## src/rtl/sbox_layer_ctrl.sv

```systemverilog
// Sequencer for one masked S-box layer: issues nibbles to a shared, non-stallable
// S-box pipeline of depth LAT and tracks their write-back through a valid/index shift register.
module sbox_layer_ctrl #(
    parameter int LAT  = 4,
    parameter int NNIB = 16
) (
    input  logic       i_clk,
    input  logic       i_rst_n,
    input  logic       i_start,
    input  logic       i_abort,
    input  logic       i_rnd_valid,
    output logic       o_rnd_req,
    output logic       o_sbox_en,
    output logic [3:0] o_sel_idx,
    output logic       o_wr_en,
    output logic [3:0] o_wr_idx,
    output logic       o_busy,
    output logic       o_done,
    output logic       o_err
);

    typedef enum logic [2:0] {
        S_IDLE,
        S_RUN,
        S_DRAIN,
        S_DONE,
        S_ERR
    } state_t;

    localparam logic [3:0]     LAST_IDX = 4'(NNIB - 1);
    localparam logic [LAT-1:0] VLD_TOP  = LAT'(1) << (LAT - 1);

    state_t         r_state;
    state_t         w_next;
    logic [LAT-1:0] r_vld;
    logic [3:0]     r_idx [LAT];
    logic [3:0]     r_issue_cnt;
    logic           r_err;

    logic w_issue;
    logic w_flush;
    logic w_clear;
    logic w_set_err;
    logic w_inflight;
    logic w_tail_empty;

    // The write-back stage still counts as in flight; the layer is drained once only it remains.
    assign w_inflight   = |r_vld;
    assign w_tail_empty = ((r_vld & ~VLD_TOP) == '0);

    always_ff @(posedge i_clk or negedge i_rst_n) begin
        if (!i_rst_n) begin
            r_state <= S_IDLE;
        end else begin
            r_state <= w_next;
        end
    end

    always_comb begin
        w_next    = r_state;
        w_issue   = 1'b0;
        w_flush   = 1'b0;
        w_clear   = 1'b0;
        w_set_err = 1'b0;
        case (r_state)
            S_IDLE: begin
                if (i_start && !i_abort) begin
                    w_next  = S_RUN;
                    w_clear = 1'b1;
                end
            end
            S_RUN: begin
                if (i_abort) begin
                    w_next  = S_IDLE;
                    w_flush = 1'b1;
                end else if (i_rnd_valid) begin
                    w_issue = 1'b1;
                    if (r_issue_cnt == LAST_IDX) begin
                        w_next = S_DRAIN;
                    end
                end else if (w_inflight) begin
                    // Downstream S-box registers cannot stall, so missing randomness corrupts the layer.
                    w_next    = S_ERR;
                    w_flush   = 1'b1;
                    w_set_err = 1'b1;
                end
            end
            S_DRAIN: begin
                if (i_abort) begin
                    w_next  = S_IDLE;
                    w_flush = 1'b1;
                end else if (!i_rnd_valid) begin
                    w_next    = S_ERR;
                    w_flush   = 1'b1;
                    w_set_err = 1'b1;
                end else if (w_tail_empty) begin
                    w_next = S_DONE;
                end
            end
            S_DONE: begin
                w_next = S_IDLE;
            end
            S_ERR: begin
                w_flush = 1'b1;
                if (i_abort || i_start) begin
                    w_next = S_IDLE;
                end
            end
            default: begin
                w_next  = S_IDLE;
                w_flush = 1'b1;
            end
        endcase
    end

    always_ff @(posedge i_clk or negedge i_rst_n) begin
        if (!i_rst_n) begin
            r_issue_cnt <= 4'd0;
            r_vld       <= '0;
            r_err       <= 1'b0;
            for (int i = 0; i < LAT; i++) begin
                r_idx[i] <= 4'd0;
            end
        end else begin
            if (w_clear) begin
                r_issue_cnt <= 4'd0;
            end else if (w_issue) begin
                r_issue_cnt <= (r_issue_cnt == LAST_IDX) ? 4'd0 : r_issue_cnt + 4'd1;
            end

            if (w_flush || w_clear) begin
                r_vld <= '0;
            end else begin
                r_vld[0] <= w_issue;
                for (int i = 1; i < LAT; i++) begin
                    r_vld[i] <= r_vld[i-1];
                end
            end

            r_idx[0] <= r_issue_cnt;
            for (int i = 1; i < LAT; i++) begin
                r_idx[i] <= r_idx[i-1];
            end

            if (w_clear) begin
                r_err <= 1'b0;
            end else if (w_set_err) begin
                r_err <= 1'b1;
            end
        end
    end

    assign o_sbox_en = w_issue;
    assign o_sel_idx = r_issue_cnt;
    assign o_wr_en   = r_vld[LAT-1] && (r_state != S_ERR);
    assign o_wr_idx  = r_idx[LAT-1];
    assign o_rnd_req = w_issue | w_inflight;
    assign o_busy    = (r_state == S_RUN) || (r_state == S_DRAIN) || (r_state == S_DONE);
    assign o_done    = (r_state == S_DONE);
    assign o_err     = r_err;

endmodule

```

## config.mk

```make
export PLATFORM = sky130hd
export DESIGN_NAME = sbox_layer_ctrl
export DESIGN_NICKNAME = d
export VERILOG_FILES = /design/src/rtl/sbox_layer_ctrl.sv
export SDC_FILE = /design/constraint.sdc
export NUM_CORES = 1
export LEC_CHECK = 0
export ABC_AREA = 1
export BUFFER_PORTS_ARGS = -buffer_cell sky130_fd_sc_hd__buf_2
export CAP_MARGIN = 20
export CELL_PAD_IN_SITES_DETAIL_PLACEMENT = 1
export CELL_PAD_IN_SITES_GLOBAL_PLACEMENT = 1
export CORE_MARGIN = 8
export CORE_UTILIZATION = 45
export CTS_CLUSTER_DIAMETER = 120
export DETAILED_ROUTE_END_ITERATION = 10
export HOLD_SLACK_MARGIN = 0.15
export PLACE_DENSITY_LB_ADDON = 0.2
export SYNTH_ARGS = -nofsm -noshare
export SYNTH_HDL_FRONTEND = slang
export SYNTH_SLANG_ARGS = --single-unit
```

## constraint.sdc

```tcl
create_clock -name i_clk -period 2.6 [get_ports i_clk]
set_input_delay 0.26 -clock i_clk [delete_from_list [all_inputs] [get_ports i_clk]]
set_output_delay 0.26 -clock i_clk [all_outputs]
set_load 0.03 [all_outputs]
```

* Yosys cells after proc, flatten, opt, wreduce, memory -nomap -nowiden
Index checks and enable logic that the tools add are counted.
Storage, ports and cells: logic and storage cells 65, register bits 28
Cells by class: reductions and logical operators 14, equality and inequality tests 11, add/sub/neg operators 1, bitwise gates (word level) 1, multiplexer cells 30
Operators with widths (count):
- 3-bit two-way mux | 9
- 4-bit two-way mux | 4
- 1-bit two-way mux | 14
- 4-bit inequality test (second input constant) | 3
- 3-bit case mux with 4 select lines | 1
- 3-bit by 2-bit == test with 1-bit output (second input constant) | 2
- 5-bit AND reduction | 1
- 4-bit by 1-bit adder with 4-bit output (second input constant) | 1
- 4-bit == test (second input constant) | 1
- 4-bit logical NOT | 1
- 1-bit logical OR | 4
- 2-bit inequality test (second input constant) | 2
- 2-bit nonzero test | 2
- 4-bit OR reduction | 1
- 3-bit by 1-bit == test with 1-bit output (second input constant) | 1
- 3-bit == test (second input constant) | 1
- 3-bit logical NOT | 1
- 3-bit inequality test (second input constant) | 1
- 1-bit case mux with 3 select lines | 1
- 1-bit logical AND | 2
- 1-bit case mux with 2 select lines | 1
- 2-bit OR reduction | 1
- 1-bit logical NOT | 1
- 1-bit bitwise OR | 1

* Logic depth before layout (Yosys ltp)
depth in word-level cells 7, gate-level depth with buffers 9

* Least setup slack after synthesis
Ideal clock, no wire load.
path type flip-flop to flip-flop, start register r_issue_cnt[0] (netlist: o_sel_idx[0]), end register r_state[1], cell stages (with the launch flop) 8, required time 2.483 ns, setup time 0.117 ns, buffers on the path 0, arrival time 1.160 ns, slack 1.322 ns, cell sequence dfrtp_1 ha_1 nand3_1 nand3_2 nand2_1 inv_1 nand3_1 nand2_1
Between the ends: cells in the longest elaborated chain, start to end 3
Ends and longest elaborated chain:
- start, declared | RTL line 37 | logic [3:0] r_issue_cnt;
- start signal, assigned | RTL line 128 | r_issue_cnt <= (r_issue_cnt == LAST_IDX) ? 4'd0 : r_issue_cnt + 4'd1;
- 4-bit == test | RTL line 78 | if (r_issue_cnt == LAST_IDX) begin
- 4-bit inequality test (no line)
- 5-bit AND reduction (no line)
- end signal, assigned | RTL line 55 | r_state <= w_next;
- end, declared | RTL line 33 | state_t r_state;
No other way between the ends. A chain may end at the register's enable or synchronous reset.

* Worst setup path after layout
start register r_state[2], end output port o_sbox_en
Between the ends: cells in the longest elaborated chain, start to end 2
Ends and longest elaborated chain:
- 3-bit by 1-bit == test with 1-bit output | RTL line 65 | case (r_state)
- 1-bit two-way mux | RTL line 65
- end, declared | RTL line 13 | output logic o_sbox_en,
No other way between the ends.

==> report_table.html <==
<table>
<tr><th>Metric</th><th>Value</th></tr>
<tr><th colspan="2">STA</th></tr>
<tr><td>WHS</td><td>0.186 ns</td></tr>
<tr><td>Setup TNS Final</td><td>0 ns</td></tr>
<tr><td>Count of final hold-check violations</td><td>0</td></tr>
<tr><td>Transition time at the pin with the least slew margin</td><td>0.628 ns</td></tr>
<tr><td>Setup slack of the critical path after layout</td><td>0.787 ns</td></tr>
<tr><td>Share of the clock period used by the worst path after layout</td><td>69.7%</td></tr>
<tr><td>Top achievable clock speed</td><td>552 MHz</td></tr>
<tr><td>Final worst path period need</td><td>1.81 ns</td></tr>
<tr><td># setup viols final</td><td>0</td></tr>
<tr><td>Count of pins over their slew limit</td><td>0</td></tr>
<tr><td>Rel. slew slack</td><td>58.1%</td></tr>
<tr><td>Setup repair after global routing missed its margin</td><td>false</td></tr>
<tr><td>Worst clock skew</td><td>0.0112 ns</td></tr>
<tr><th colspan="2">Yosys</th></tr>
<tr><td>Synthesis warning total</td><td>0</td></tr>
<tr><td>Synthesized netlist net count</td><td>124</td></tr>
<tr><td>Fraction of the yosys area taken by sequential cells</td><td>59.8%</td></tr>
<tr><td>Synthesized-area fraction occupied by ao, oa, aoi and oai cells</td><td>4.59%</td></tr>
<tr><td>Adder-cell area share of the yosys netlist</td><td>1.07%</td></tr>
<tr><td>Fraction of synthesized cell area in xor and xnor cells</td><td>1.49%</td></tr>
<tr><td>Flip-flop and latch count after synthesis</td><td>28</td></tr>
<tr><td>Instance count of the mapped netlist</td><td>118</td></tr>
<tr><td>Fraction of synthesized area in multiplexers</td><td>0%</td></tr>
<tr><td>Fraction of the mapped netlist area in simple logic gates</td><td>23.4%</td></tr>
<tr><td>Number of unique standard cell types used by synthesis</td><td>20</td></tr>
<tr><td>Combinational family with the most area after synthesis</td><td>simple AND/OR/NAND/NOR gates</td></tr>
<tr><td>Synthesized cell area</td><td>1170 um2</td></tr>
<tr><td>Post-Syn Area per Cell</td><td>9.94 um2</td></tr>
<tr><th colspan="2">Final layout</th></tr>
<tr><td>Final Instance Count excl. Fillers</td><td>166</td></tr>
<tr><td>Design area</td><td>1320 um2</td></tr>
<tr><td>Proportion of layout cells with a drive suffix above 1</td><td>27.9%</td></tr>
<tr><td>Diode insertion count for antenna repair</td><td>0</td></tr>
<tr><td>Area Growth Syn to Fin</td><td>12.7%</td></tr>
<tr><td>Util after Layout</td><td>53.3%</td></tr>
<tr><td>Nets</td><td>143</td></tr>
<tr><th colspan="2">Power and ir drop</th></tr>
<tr><td>Proportion of power drawn by the clock network</td><td>20.6%</td></tr>
<tr><td>Net switching power</td><td>0.569 mW</td></tr>
<tr><td>Sw frac</td><td>40.4%</td></tr>
<tr><td>Total chip power</td><td>1.41 mW</td></tr>
<tr><td>Static leakage power</td><td>0.764 nW</td></tr>
<tr><td>Cell Pwr Density</td><td>1060 nW/um2</td></tr>
<tr><td>Internal Power</td><td>0.838 mW</td></tr>
<tr><td>Portion of total power attributed to combinational logic</td><td>35.4%</td></tr>
<tr><td>Sequential group share of total power</td><td>43.9%</td></tr>
<tr><td>IR drop worst, VDD</td><td>0.534 mV</td></tr>
<tr><th colspan="2">Drt</th></tr>
<tr><td>DR vias/cell</td><td>5.04</td></tr>
<tr><td>Aggregate routed wire length</td><td>2710 um</td></tr>
<tr><td>Remaining number of nets flagged by the antenna check after routing</td><td>0</td></tr>
<tr><td>Mean routed wirelength per cell</td><td>16.3 um</td></tr>
<tr><td>Number of DRC violations after detailed routing</td><td>0</td></tr>
<tr><td>Number of search-and-repair iterations in the first detailed-routing pass</td><td>4</td></tr>
<tr><td>Violation count after the first detailed-route iteration</td><td>48</td></tr>
<tr><td>Via count</td><td>836</td></tr>
<tr><th colspan="2">Die</th></tr>
<tr><td>Cell Rows</td><td>18</td></tr>
<tr><td>Width of the chip</td><td>67.0 um</td></tr>
<tr><td>Core outline area</td><td>2480 um2</td></tr>
<tr><td>Number of top-level pins</td><td>19</td></tr>
<tr><td>Area of the die</td><td>4490 um2</td></tr>
<tr><td>Die Y-Extent</td><td>67.0 um</td></tr>
<tr><td>Effective utilization at floorplan</td><td>47.3%</td></tr>
<tr><th colspan="2">Setup path</th></tr>
<tr><td>Worst reg2reg path depth</td><td>8</td></tr>
<tr><td>Endpoint required time on the critical path</td><td>2.34 ns</td></tr>
<tr><td>Kind of start point of the critical path</td><td>register</td></tr>
<tr><td>Largest fanout on the critical path</td><td>9</td></tr>
<tr><td>Critical path start-end classification</td><td>reg -&gt; out</td></tr>
<tr><td>Setup crit end kind</td><td>primary output</td></tr>
<tr><td>Worst path arrival time</td><td>1.55 ns</td></tr>
<tr><th colspan="2">Global routing</th></tr>
<tr><td>Number of global-route vias before repair</td><td>914</td></tr>
<tr><td>Global-route wire length before repair</td><td>4500 um</td></tr>
<tr><td>Pin count of the biggest net entering global routing</td><td>29</td></tr>
<tr><td>Overall fraction of global-route tracks in use</td><td>13.5%</td></tr>
<tr><td>Antenna violations before repair</td><td>0</td></tr>
<tr><td>GR Overflow Total</td><td>0</td></tr>
<tr><th colspan="2">Hold path</th></tr>
<tr><td>Worst hold path depth</td><td>4</td></tr>
<tr><td>Worst Hold Class</td><td>in -&gt; reg</td></tr>
<tr><th colspan="2">Placement</th></tr>
<tr><td>HPWL Detailed</td><td>1990 um</td></tr>
<tr><td>Setup slack at placement</td><td>1.19 ns</td></tr>
<tr><td>Routability congestion estimate from global placement</td><td>0.848</td></tr>
<tr><td>Instance area at placement</td><td>1260 um2</td></tr>
<tr><td>Number of buffers added on ports</td><td>18</td></tr>
<tr><td>Count of placed standard cells including taps</td><td>161</td></tr>
<tr><th colspan="2">Clock tree</th></tr>
<tr><td>Clock latency of the later-clocked register in the worst-skew pair</td><td>0.34 ns</td></tr>
<tr><td>TritonCTS clock tree</td><td>yes</td></tr>
<tr><td>Clock slew at reported path FFs</td><td>0.16 ns</td></tr>
<tr><td>Post-CTS setup-driven buffer insertion count</td><td>0</td></tr>
<tr><td>Clock tree buffer depth</td><td>2</td></tr>
<tr><td>Cell at the root of the clock tree</td><td>clkbuf_4</td></tr>
<tr><td>Resized Gates After CTS</td><td>0</td></tr>
<tr><td>Total of hold buffers inserted after clock tree synthesis</td><td>1</td></tr>
<tr><td>CTS H-Tree Depth</td><td>1</td></tr>
<tr><td>CTS sink count</td><td>28</td></tr>
<tr><td>Number of buffers created by CTS</td><td>3</td></tr>
<tr><th colspan="2">Run</th></tr>
<tr><td># Max-Cap Violations</td><td>0</td></tr>
<tr><th colspan="2">Status</th></tr>
<tr><td>Status</td><td>completed</td></tr>
</table>
[worst max-delay path: stages, from the launching register on]
cell and delay, ns:
dfrtp_1 0.59, nor2_4 0.22, nand2_4 0.10, inv_2 0.10
buf_2 0.20
[state kept, by name, summed over array words and instances (netlist names)]
register and flops:
o_err 1, o_sel_idx 4, o_wr_idx 4, r_idx 12, r_state 3, r_vld 4
[logic make-up after synthesis]
logic type | Yosys count
flip-flops | 28
buffers and inverters | 23
XOR/XNOR | 2
AO/OA/AOI/OAI | 10
adder cells (fa/ha/maj) | 1
AND/OR/NAND/NOR | 54
[worst paths after layout]
kind,start,endpoint,slack (ns)
worst max-delay path,r_state[2]$_DFFE_PN0P_,o_sbox_en,0.79
worst min-delay path,i_start,r_state[2]$_DFFE_PN0P_,0.19
worst max register to register,r_state[2]$_DFFE_PN0P_,r_state[1]$_DFFE_PN0P_,1.19
worst min register to register,r_idx[4]$_DFF_PN0_,o_wr_idx[0]$_DFF_PN0_,0.37
max in group asynchronous,i_rst_n,r_idx[6]$_DFF_PN0_,1.74
min in group asynchronous,i_rst_n,o_wr_idx[1]$_DFF_PN0_,0.45
[cell usage after synthesis]
library cell / count / share of area [%]
inv_1: 15 / 4.8
a21oi_1: 4 / 1.7
inv_6: 1 / 0.75
nand2_2: 2 / 1.1
nand2_4: 1 / 0.96
nor2_1: 13 / 4.2
nor2_4: 2 / 1.9
nand3_2: 3 / 2.6
dfrtp_1: 28 / 60
nand3_1: 12 / 5.1
nor2_2: 4 / 2.1
buf_4: 4 / 2.6
o21ai_0: 2 / 0.85
ha_1: 1 / 1.1
o21ai_2: 1 / 0.75
inv_2: 2 / 0.64
o21ai_1: 3 / 1.3
xor2_1: 2 / 1.5
buf_6: 1 / 0.96
nand2_1: 17 / 5.4
[cell usage in the layout (no fill, tap or decap), types with 2 or more instances in the layout]
cell type and instances:
a21oi_1 4, inv_1 15, nand2_1 17, buf_2 18, o21ai_0 2, clkbuf_4 3, dfrtp_1 28, nand3_1 12
o21ai_1 3, inv_2 2, xor2_1 2, nor2_4 2, nor2_2 4, nand3_2 3, nand2_2 2, nor2_1 13
[routing by layer]
layer	vias up	share of wire (%)	global-route usage [%]	wire length, um
met3	5	4.0	2.35	108
met2	16	51	22.2	1380
li1	396	-	-	-
met4	0	2.0	7.05	54
met1	419	43	16.5	1160
met5	-	0	0	0
[area by class of cell]
type | count | area (um2)
clock inverters | 1 | 30.0
well taps | 30 | 37.5
flip-flops and latches | 28 | 701
repair buffers | 19 | 100
multi-input cells | 67 | 358
inverters | 18 | 72.6
clock buffers | 3 | 22.5
fillers | 307 | 1160
[power groups by stage]
stage | Sequential, mW | Clock [mW] | Combinational [mW]
finish | 0.618 | 0.290 | 0.499
global route | 0.632 | 0.314 | 0.549
CTS | 0.621 | 0.297 | 0.506
detailed placement | 0.629 | 0 | 0.498
global placement | 0.616 | 0 | 0.480
floorplan | 0.650 | 0 | 0.342
Power figures use the tool's default switching activity.
